===== config.mk =====
export PLATFORM = sky130hd
export DESIGN_NAME = mult_share_arbiter
export DESIGN_NICKNAME = d
export VERILOG_FILES = /design/src/rtl/mult_share_arbiter.sv
export SDC_FILE = /design/constraint.sdc
export NUM_CORES = 1
export LEC_CHECK = 0
export CORE_MARGIN = 3
export CORE_UTILIZATION = 36
export CTS_BUF_LIST = sky130_fd_sc_hd__clkbuf_4 sky130_fd_sc_hd__clkbuf_8
export DETAILED_ROUTE_END_ITERATION = 16
export GPL_TIMING_DRIVEN = 0
export PLACE_DENSITY = 0.78
export SETUP_SLACK_MARGIN = 0.15
export SYNTH_ARGS = -nofsm -noshare
export SYNTH_HDL_FRONTEND = slang
export SYNTH_SLANG_ARGS = --single-unit
export TNS_END_PERCENT = 100

===== constraint.sdc =====
create_clock -name clk -period 2.4 [get_ports clk]
set_input_delay 0.72 -clock clk [delete_from_list [all_inputs] [get_ports clk]]
set_output_delay 0.72 -clock clk [all_outputs]
set_load 0.01 [all_outputs]

===== src/rtl/mult_share_arbiter.sv =====
// mult_share_arbiter
//   Lets two clients share one shift-add multiplier datapath. A round-robin
//   arbiter picks a requester, its operands are muxed onto the datapath, and
//   a small FSM sequences the datapath strobes (load, add, decrement, shift)
//   from the datapath status (q0, zero). The product is returned with a
//   one-cycle done pulse. A watchdog flags jobs where zero never arrived.
//
// Ports
//   clk, rst_n        clock (rising edge), asynchronous active-low reset
//   req0/req1         service requests; held with stable operands until ack
//   a0,b0 / a1,b1     operands of requester 0 / 1
//   ack0/ack1         one-cycle grant; operands are loaded this cycle
//   done0/done1       one-cycle completion pulse per requester
//   result            product of the last completed job, held until the next
//   error             pulses with done when the watchdog expired
//   busy              high whenever the FSM is not idle
//   dp_a, dp_b        operands to the datapath (zero outside the load cycle)
//   load_regs, add_regs, decr_p, shift_regs   datapath strobes
//   q0, zero          datapath multiplier LSB / iteration counter is zero
//   dp_product        datapath product {A,Q}
module mult_share_arbiter #(
    parameter int WIDTH = 8
) (
    input  logic                 clk,
    input  logic                 rst_n,
    input  logic                 req0,
    input  logic                 req1,
    input  logic [WIDTH-1:0]     a0,
    input  logic [WIDTH-1:0]     b0,
    input  logic [WIDTH-1:0]     a1,
    input  logic [WIDTH-1:0]     b1,
    output logic                 ack0,
    output logic                 ack1,
    output logic                 done0,
    output logic                 done1,
    output logic [2*WIDTH-1:0]   result,
    output logic                 error,
    output logic                 busy,
    output logic [WIDTH-1:0]     dp_a,
    output logic [WIDTH-1:0]     dp_b,
    output logic                 load_regs,
    output logic                 add_regs,
    output logic                 decr_p,
    output logic                 shift_regs,
    input  logic                 q0,
    input  logic                 zero,
    input  logic [2*WIDTH-1:0]   dp_product
);

    localparam int CNT_W = $clog2(WIDTH + 1);
    localparam logic [CNT_W-1:0] LAST_ITER = CNT_W'(WIDTH - 1);

    localparam logic [2:0] S_IDLE  = 3'd0;
    localparam logic [2:0] S_LOAD  = 3'd1;
    localparam logic [2:0] S_ADD   = 3'd2;
    localparam logic [2:0] S_SHIFT = 3'd3;
    localparam logic [2:0] S_DONE  = 3'd4;

    logic [2:0]       state;
    logic [2:0]       state_nxt;
    logic             grant;      // requester owning the current job
    logic             grant_nxt;
    logic             last;       // requester served most recently
    logic [CNT_W-1:0] cnt;        // completed shift iterations
    logic             err;        // watchdog fired for the current job

    // Next-state and arbitration. A tie goes to the requester that was not
    // served last, which makes held requests alternate.
    always_comb begin
        // NOTE: every output of this block gets a default first so no path
        // leaves it unassigned; that is what keeps a latch from being inferred.
        state_nxt = state;
        grant_nxt = grant;
        case (state)
            S_IDLE: begin
                if (req0 || req1) begin
                    state_nxt = S_LOAD;
                    grant_nxt = (req0 && req1) ? ~last : req1;
                end
            end
            S_LOAD:  state_nxt = S_ADD;
            S_ADD:   state_nxt = S_SHIFT;
            S_SHIFT: begin
                // zero has priority; the iteration count is only a watchdog
                if (zero || (cnt == LAST_ITER)) state_nxt = S_DONE;
                else                            state_nxt = S_ADD;
            end
            S_DONE:  state_nxt = S_IDLE;
            default: state_nxt = S_IDLE;
        endcase
    end

    always_ff @(posedge clk or negedge rst_n) begin
        if (!rst_n) begin
            state  <= S_IDLE;
            grant  <= 1'b0;
            last   <= 1'b1;      // requester 0 wins the first tie
            cnt    <= '0;
            err    <= 1'b0;
            result <= '0;
            done0  <= 1'b0;
            done1  <= 1'b0;
            error  <= 1'b0;
        end else begin
            // NOTE: sequential state is written with non-blocking assignments
            // only, so every register samples pre-edge values of the others.
            state <= state_nxt;
            grant <= grant_nxt;
            done0 <= 1'b0;
            done1 <= 1'b0;
            error <= 1'b0;
            case (state)
                S_LOAD: begin
                    cnt  <= '0;
                    last <= grant;
                end
                S_SHIFT: begin
                    cnt <= cnt + CNT_W'(1);
                    if (!zero && (cnt == LAST_ITER)) err <= 1'b1;
                end
                S_DONE: begin
                    result <= dp_product;
                    done0  <= ~grant;
                    done1  <= grant;
                    error  <= err;
                    err    <= 1'b0;
                end
                default: ;
            endcase
        end
    end

    // Moore strobes decoded from state; add is qualified by q0 in ADD only.
    assign load_regs  = (state == S_LOAD);
    assign decr_p     = (state == S_ADD);
    assign add_regs   = (state == S_ADD) & q0;
    assign shift_regs = (state == S_SHIFT);
    assign busy       = (state != S_IDLE);
    assign ack0       = load_regs & ~grant;
    assign ack1       = load_regs & grant;

    // Operands reach the datapath only while it is being loaded.
    assign dp_a = load_regs ? (grant ? a1 : a0) : '0;
    assign dp_b = load_regs ? (grant ? b1 : b0) : '0;

endmodule


After elaboration in Yosys (flattened, before gate mapping)
Index checks and enable logic that the tools add are counted.

Flip-flop bits (word level): 29. Latch bits: 0. Memory bits (writable): 0. Bits in read-only memories: 0. Input port bits: 54. Output and inout port bits: 42. Logic and storage cells: 47. Memories kept: 0.

Add/sub/neg operators: 1. Multipliers: 0. Div/mod/pow operators: 0. $lt $le $gt $ge: 0. Eq/ne operators: 7. Shifts and indexed selects: 0. Muxes and demuxes: 14. Bitwise gates (word level): 5. Reduce and logical (&&, ||, !) cells: 11.

Operator list (count): 8-bit 2-to-1 mux (4); 3-bit case mux with 4 select lines (1); 4-bit case mux with 2 select lines (1); 3-bit by 2-bit == test with 1-bit output (second input constant) (2); 3-bit 2-to-1 mux (2); 1-bit 2-to-1 mux (5); 4-bit by 1-bit adder with 4-bit output (second input constant) (1); 4-bit by 3-bit == test with 1-bit output (second input constant) (1); 2-bit AND reduction (2); 2-bit nonzero test (2); 1-bit AND (3); 3-bit by 1-bit == test with 1-bit output (second input constant) (1); 3-bit == test (second input constant) (1); 3-bit logical NOT (1); 3-bit nonzero test (1); 1-bit logical AND (2); 1-bit logical OR (2); 2-bit by 1-bit inequality test with 1-bit output (second input constant) (1); 2-bit inequality test (second input constant) (1); 1-bit inverter (2); 1-bit case mux with 2 select lines (1); 1-bit logical NOT (1).

Logic depth before layout (Yosys ltp)
Depth in word-level cells: 4. Depth in mapped cells: 5. Depth with buffers taken out: 4.

Worst setup path after synthesis
No wires, ideal clock.

Path kind: register to output. Start point: reg state[2]. End point: out dp_a[6]. Arrival: 1.331 ns. Required time: 1.680 ns. Slack: 0.349 ns. Cell stages (with the launch flop): 6. Buffers on the path: 2. Cells stage by stage: dfrtp_1 nand2b_1 buf_6 nor3_4 buf_6 a22o_1.

Cells in the longest elaborated chain, start to end: 2.

Ends and longest elaborated chain: start: declaration (line 59) `logic [2:0] state;`; start signal: assignment (line 107) `state <= state_nxt;`; 3-bit by 1-bit == test with 1-bit output (line 134) `assign load_regs = (state == S_LOAD);`; 8-bit 2-to-1 mux (line 143) `assign dp_a = load_regs ? (grant ? a1 : a0) : '0;`; end: declaration (line 39) `output logic [WIDTH-1:0] dp_a,`.

No other way between the ends.

Final worst setup path
Start point: reg state[2]. End point: out dp_a[1].

The elaborated chain is that of the path after synthesis.

==> summary.log <==
[clocking] post-cts hold buffer count 0
[hold_path] min-delay worst type input pin to asynchronous set/reset pin
[worst_setup_path] worst r2r path cells 6
[clocking] post-CTS clock slew at the launch and capture registers of the worst setup and hold paths 0.07 ns
[yosys] multiplexer fraction of the synthesized cell area 14.8%
[power_and_ir_drop] worst supply voltage drop on vdd 606 uV
[placed_design] Cell Area, Placed 0.00243 mm^2
[sta] total negative slack -0.430 ns
[clocking] clock root buffer clkbuf_8
[grt] first-pass GRT wire length 6910 um
[yosys] average cell area after synthesis 12.6 um^2
[finish] net count reported at finish 294
[outcome] violations in the final reports negative setup slack
[sta] final worst path period need 2.45 ns
[worst_setup_path] delay of the slowest cell on the worst path 0.44 ns
[worst_setup_path] launch point of the worst reg-to-reg path state[2]
[floorplan] Boundary Pins 96
[finish] Final Cell Area 0.00269 mm^2
[clocking] maximum number of buffers from clock root to sink 2
[job] max cap viols 0
[grt] overflow left after global routing 0
[finish] number of diodes added for antenna fixing 0
[worst_setup_path] CP bufs+invs 5
[worst_setup_path] critical path peak fanout 5
[worst_setup_path] critical path's slowest cell dfrtp_2
[floorplan] Total Die Area 0.00473 mm^2
[yosys] area fraction of the dominant cell type after synthesis 49.3%
[routing] via count normalized by instance count 4.70
[routing] length of the first detailed-routing pass in iterations 4
[power_and_ir_drop] power per unit of standard cell area 1110 mW/mm^2
[routing] via count 1353
[floorplan] Vert. Die Dim 68.8 um
[floorplan] Chip Width 68.8 um
[sta] Setup WS post-layout -0.0513 ns
[yosys] YS warnings 0
[placed_design] Routability Congestion 0.727
[routing] post-route DRC violation count 0
[power_and_ir_drop] PnR Total Power 2.98 mW
[floorplan] cell row count 22
[worst_setup_path] capture point of the worst reg-to-reg path cnt[3]
[worst_setup_path] kind of start point of the critical path flip-flop
[sta] Final Max Slew Viols 0
[yosys] #FFs+latches synth 29
[worst_setup_path] data required time of the worst path 1.68 ns
[placed_design] Port Buffers 95
[yosys] Synth Instances 113
[yosys] Synth area leaders dfrtp_1 49%, a22o_1 10%, mux2_4 8.5%, mux2_2 6.3%, buf_6 4.0%
[sta] pin slew with the least headroom to its limit 0.631 ns
[yosys] combined area of all synthesized cells 0.00142 mm^2
[yosys] post-synth net total 168
[grt] GR Util All Layers 19.9%
[routing] Avg WL per Cell 15.7 um
[clocking] depth of the CTS H-tree 2
[sta] final setup violation count 15
[sta] worst clock skew 0.00997 ns
[sta] RSZ-0062 raised after global routing yes
[worst_setup_path] Setup CP Type flip-flop to output port
[placed_design] worst slack, placed -0.327 ns
[yosys] post-synthesis compound-gate area fraction 14.2%
[worst_setup_path] Crit path max-delay family buffers and inverters
[yosys] combinational family with the most area after synthesis multiplexers
[grt] initial antenna violation count 0
[worst_setup_path] cell repeated most along the worst path buf_6
[clocking] number of clock sinks seen by CTS 29
[yosys] top cell type by total area after synthesis dfrtp_1
[worst_setup_path] Critical Path End Type output port
[finish] leading cell types in the layout, fill and taps excluded 71 x clkdlybuf4s50_1, 25 x dfrtp_1, 18 x buf_2, 17 x a22o_1
[floorplan] Initial Utilization 37.9%
[clocking] number of buffers added by the clock tree synthesis step 5
[yosys] simple-gate portion of the synthesized area 13.0%
[yosys] share of synthesized cell area in full adder, half adder and majority cells 0.881%
[sta] maximum achievable frequency 0.408 GHz
[floorplan] Core Box Area 0.00374 mm^2
[routing] final wirelength 4530 um
[sta] Tcrit/Tclk final 102%
[worst_setup_path] reg-to-reg setup timing slack 0.73 ns
[yosys] distinct cell type count after synthesis 28
[yosys] area share of xor/xnor cells in the synthesized design 0%
[clocking] clk_lat worst skew 0.28 ns
[routing] antenna-violating nets left 0
[sta] final worst hold slack 0.453 ns
[routing] Iter 0 DRT Violations 59
[clocking] CTS tree done
[sta] final-report hold violation count 0
[power_and_ir_drop] leakage power 1.25 nW
[grt] maximum number of pins on one net before global-route repair 30
[yosys] share of synthesized area occupied by flip-flops and latches 51.2%
[finish] signed area change from the synthesized netlist to the final layout 89.1%
[outcome] run status complete, but fails checks
[finish] most common cell after layout, fill and taps aside clkdlybuf4s50_1
[placed_design] placed wire-length estimate after detailed placement 3160 um
[finish] fraction of final layout cells with drive strength greater than 1 35.8%
[worst_setup_path] arrival time of data at the critical path endpoint 1.73 ns
[worst_setup_path] critical path, cell by cell nand2b_4 > buf_6 > nor3_4 > buf_4 > buf_6 > buf_6 > a22o_1 > buf_2
[sta] worst-case headroom to the max-slew limit 57.9%
[grt] via count of the first global-routing pass 1449
[registers in the layout (all words and copies together) (netlist names)]
signal	flops
done1	1
err	1
result	16
state	3
cnt	4
error	1
done0	1
grant	1
last	1
[logic make-up (layout without fill, tap and decap cells)]
group,count (synthesis),count (layout)
AND/OR/NAND/NOR,31,31
multiplexers,16,16
flip-flops,29,29
adder cells (fa/ha/maj),1,1
AO/OA/AOI/OAI,25,25
buffers and inverters,11,138
[synthesized netlist by cell type]
master    instances
or4b_1            1
a21oi_1           2
buf_2             1
buf_6             5
ha_1              1
and3_1            3
o31a_1            1
nand2_1           7
and2_1            3
nor2_2            1
nor3_1            2
dfstp_2           1
mux2_2            8
nand3_1           3
nor2b_1           1
mux2_4            8
a32o_1            1
nor2_1            3
o32ai_1           1
dfrtp_1          28
buf_4             1
nand3b_1          2
nand2b_1          3
inv_1             4
a22o_1           17
nor3b_2           1
o21ai_0           3
nor3_4            1
[where the power goes]
group          leakage (nW)  internal, mW  switching [mW]
clock network        0.0484         0.211           0.173
registers             0.347         0.722           0.185
logic                 0.851          1.04           0.649
[per-stage QoR]
| step | util [%] | instances |
|---|---|---|
| 2_1_floorplan | - | 113 |
| 3_3_place_gp | 64.9 | 256 |
| 3_5_place_dp | 64.9 | 256 |
| 4_1_cts | 70.3 | 283 |
| 5_1_grt | 71.7 | 288 |
| 6_report | 71.7 | 288 |
[how the worst max path moves through the flow]
stage	start	endpoint	depth (start not counted)	slack (ns)
after floorplan	state[2]	dp_a[6]	5	0.35
after global placement	state[2]	dp_b[0]	6	-0.26
after detailed placement	state[2]	dp_b[0]	6	-0.33
after CTS	state[2]	dp_b[0]	8	-0.10
after global routing	state[2]	dp_a[5]	7	-0.14
final	state[2]	dp_a[1]	8	-0.05
[metal layers]
metal	wire [um]	vias up	track usage, %
met2	2550	24	34.1
met5	0	-	0
met4	43	0	7.54
met3	128	4	4.21
li1	-	663	-
met1	1810	662	24.5
[area by class of cell]
type | instances | area [um^2]
Multi-Input combinational cell | 73 | 637
Fill cell | 287 | 1060
Clock buffer | 6 | 76.3
Inverter | 4 | 15.0
Timing Repair Buffer | 119 | 1080
Buffer | 7 | 75.1
Clock inverter | 2 | 10.0
Tap cell | 48 | 60.1
Sequential cell | 29 | 731
[repair_timing]
| action | in CTS | in global routing |
|---|---|---|
| endpoints found under the setup margin | 23 | 19 |
| buffers inserted | 17 | 5 |
| pin swaps | 18 | 3 |
| cloned | 2 | 0 |
| resized for setup | 95 | 8 |
No activity file was read; power rests on OpenSTA's default activity.
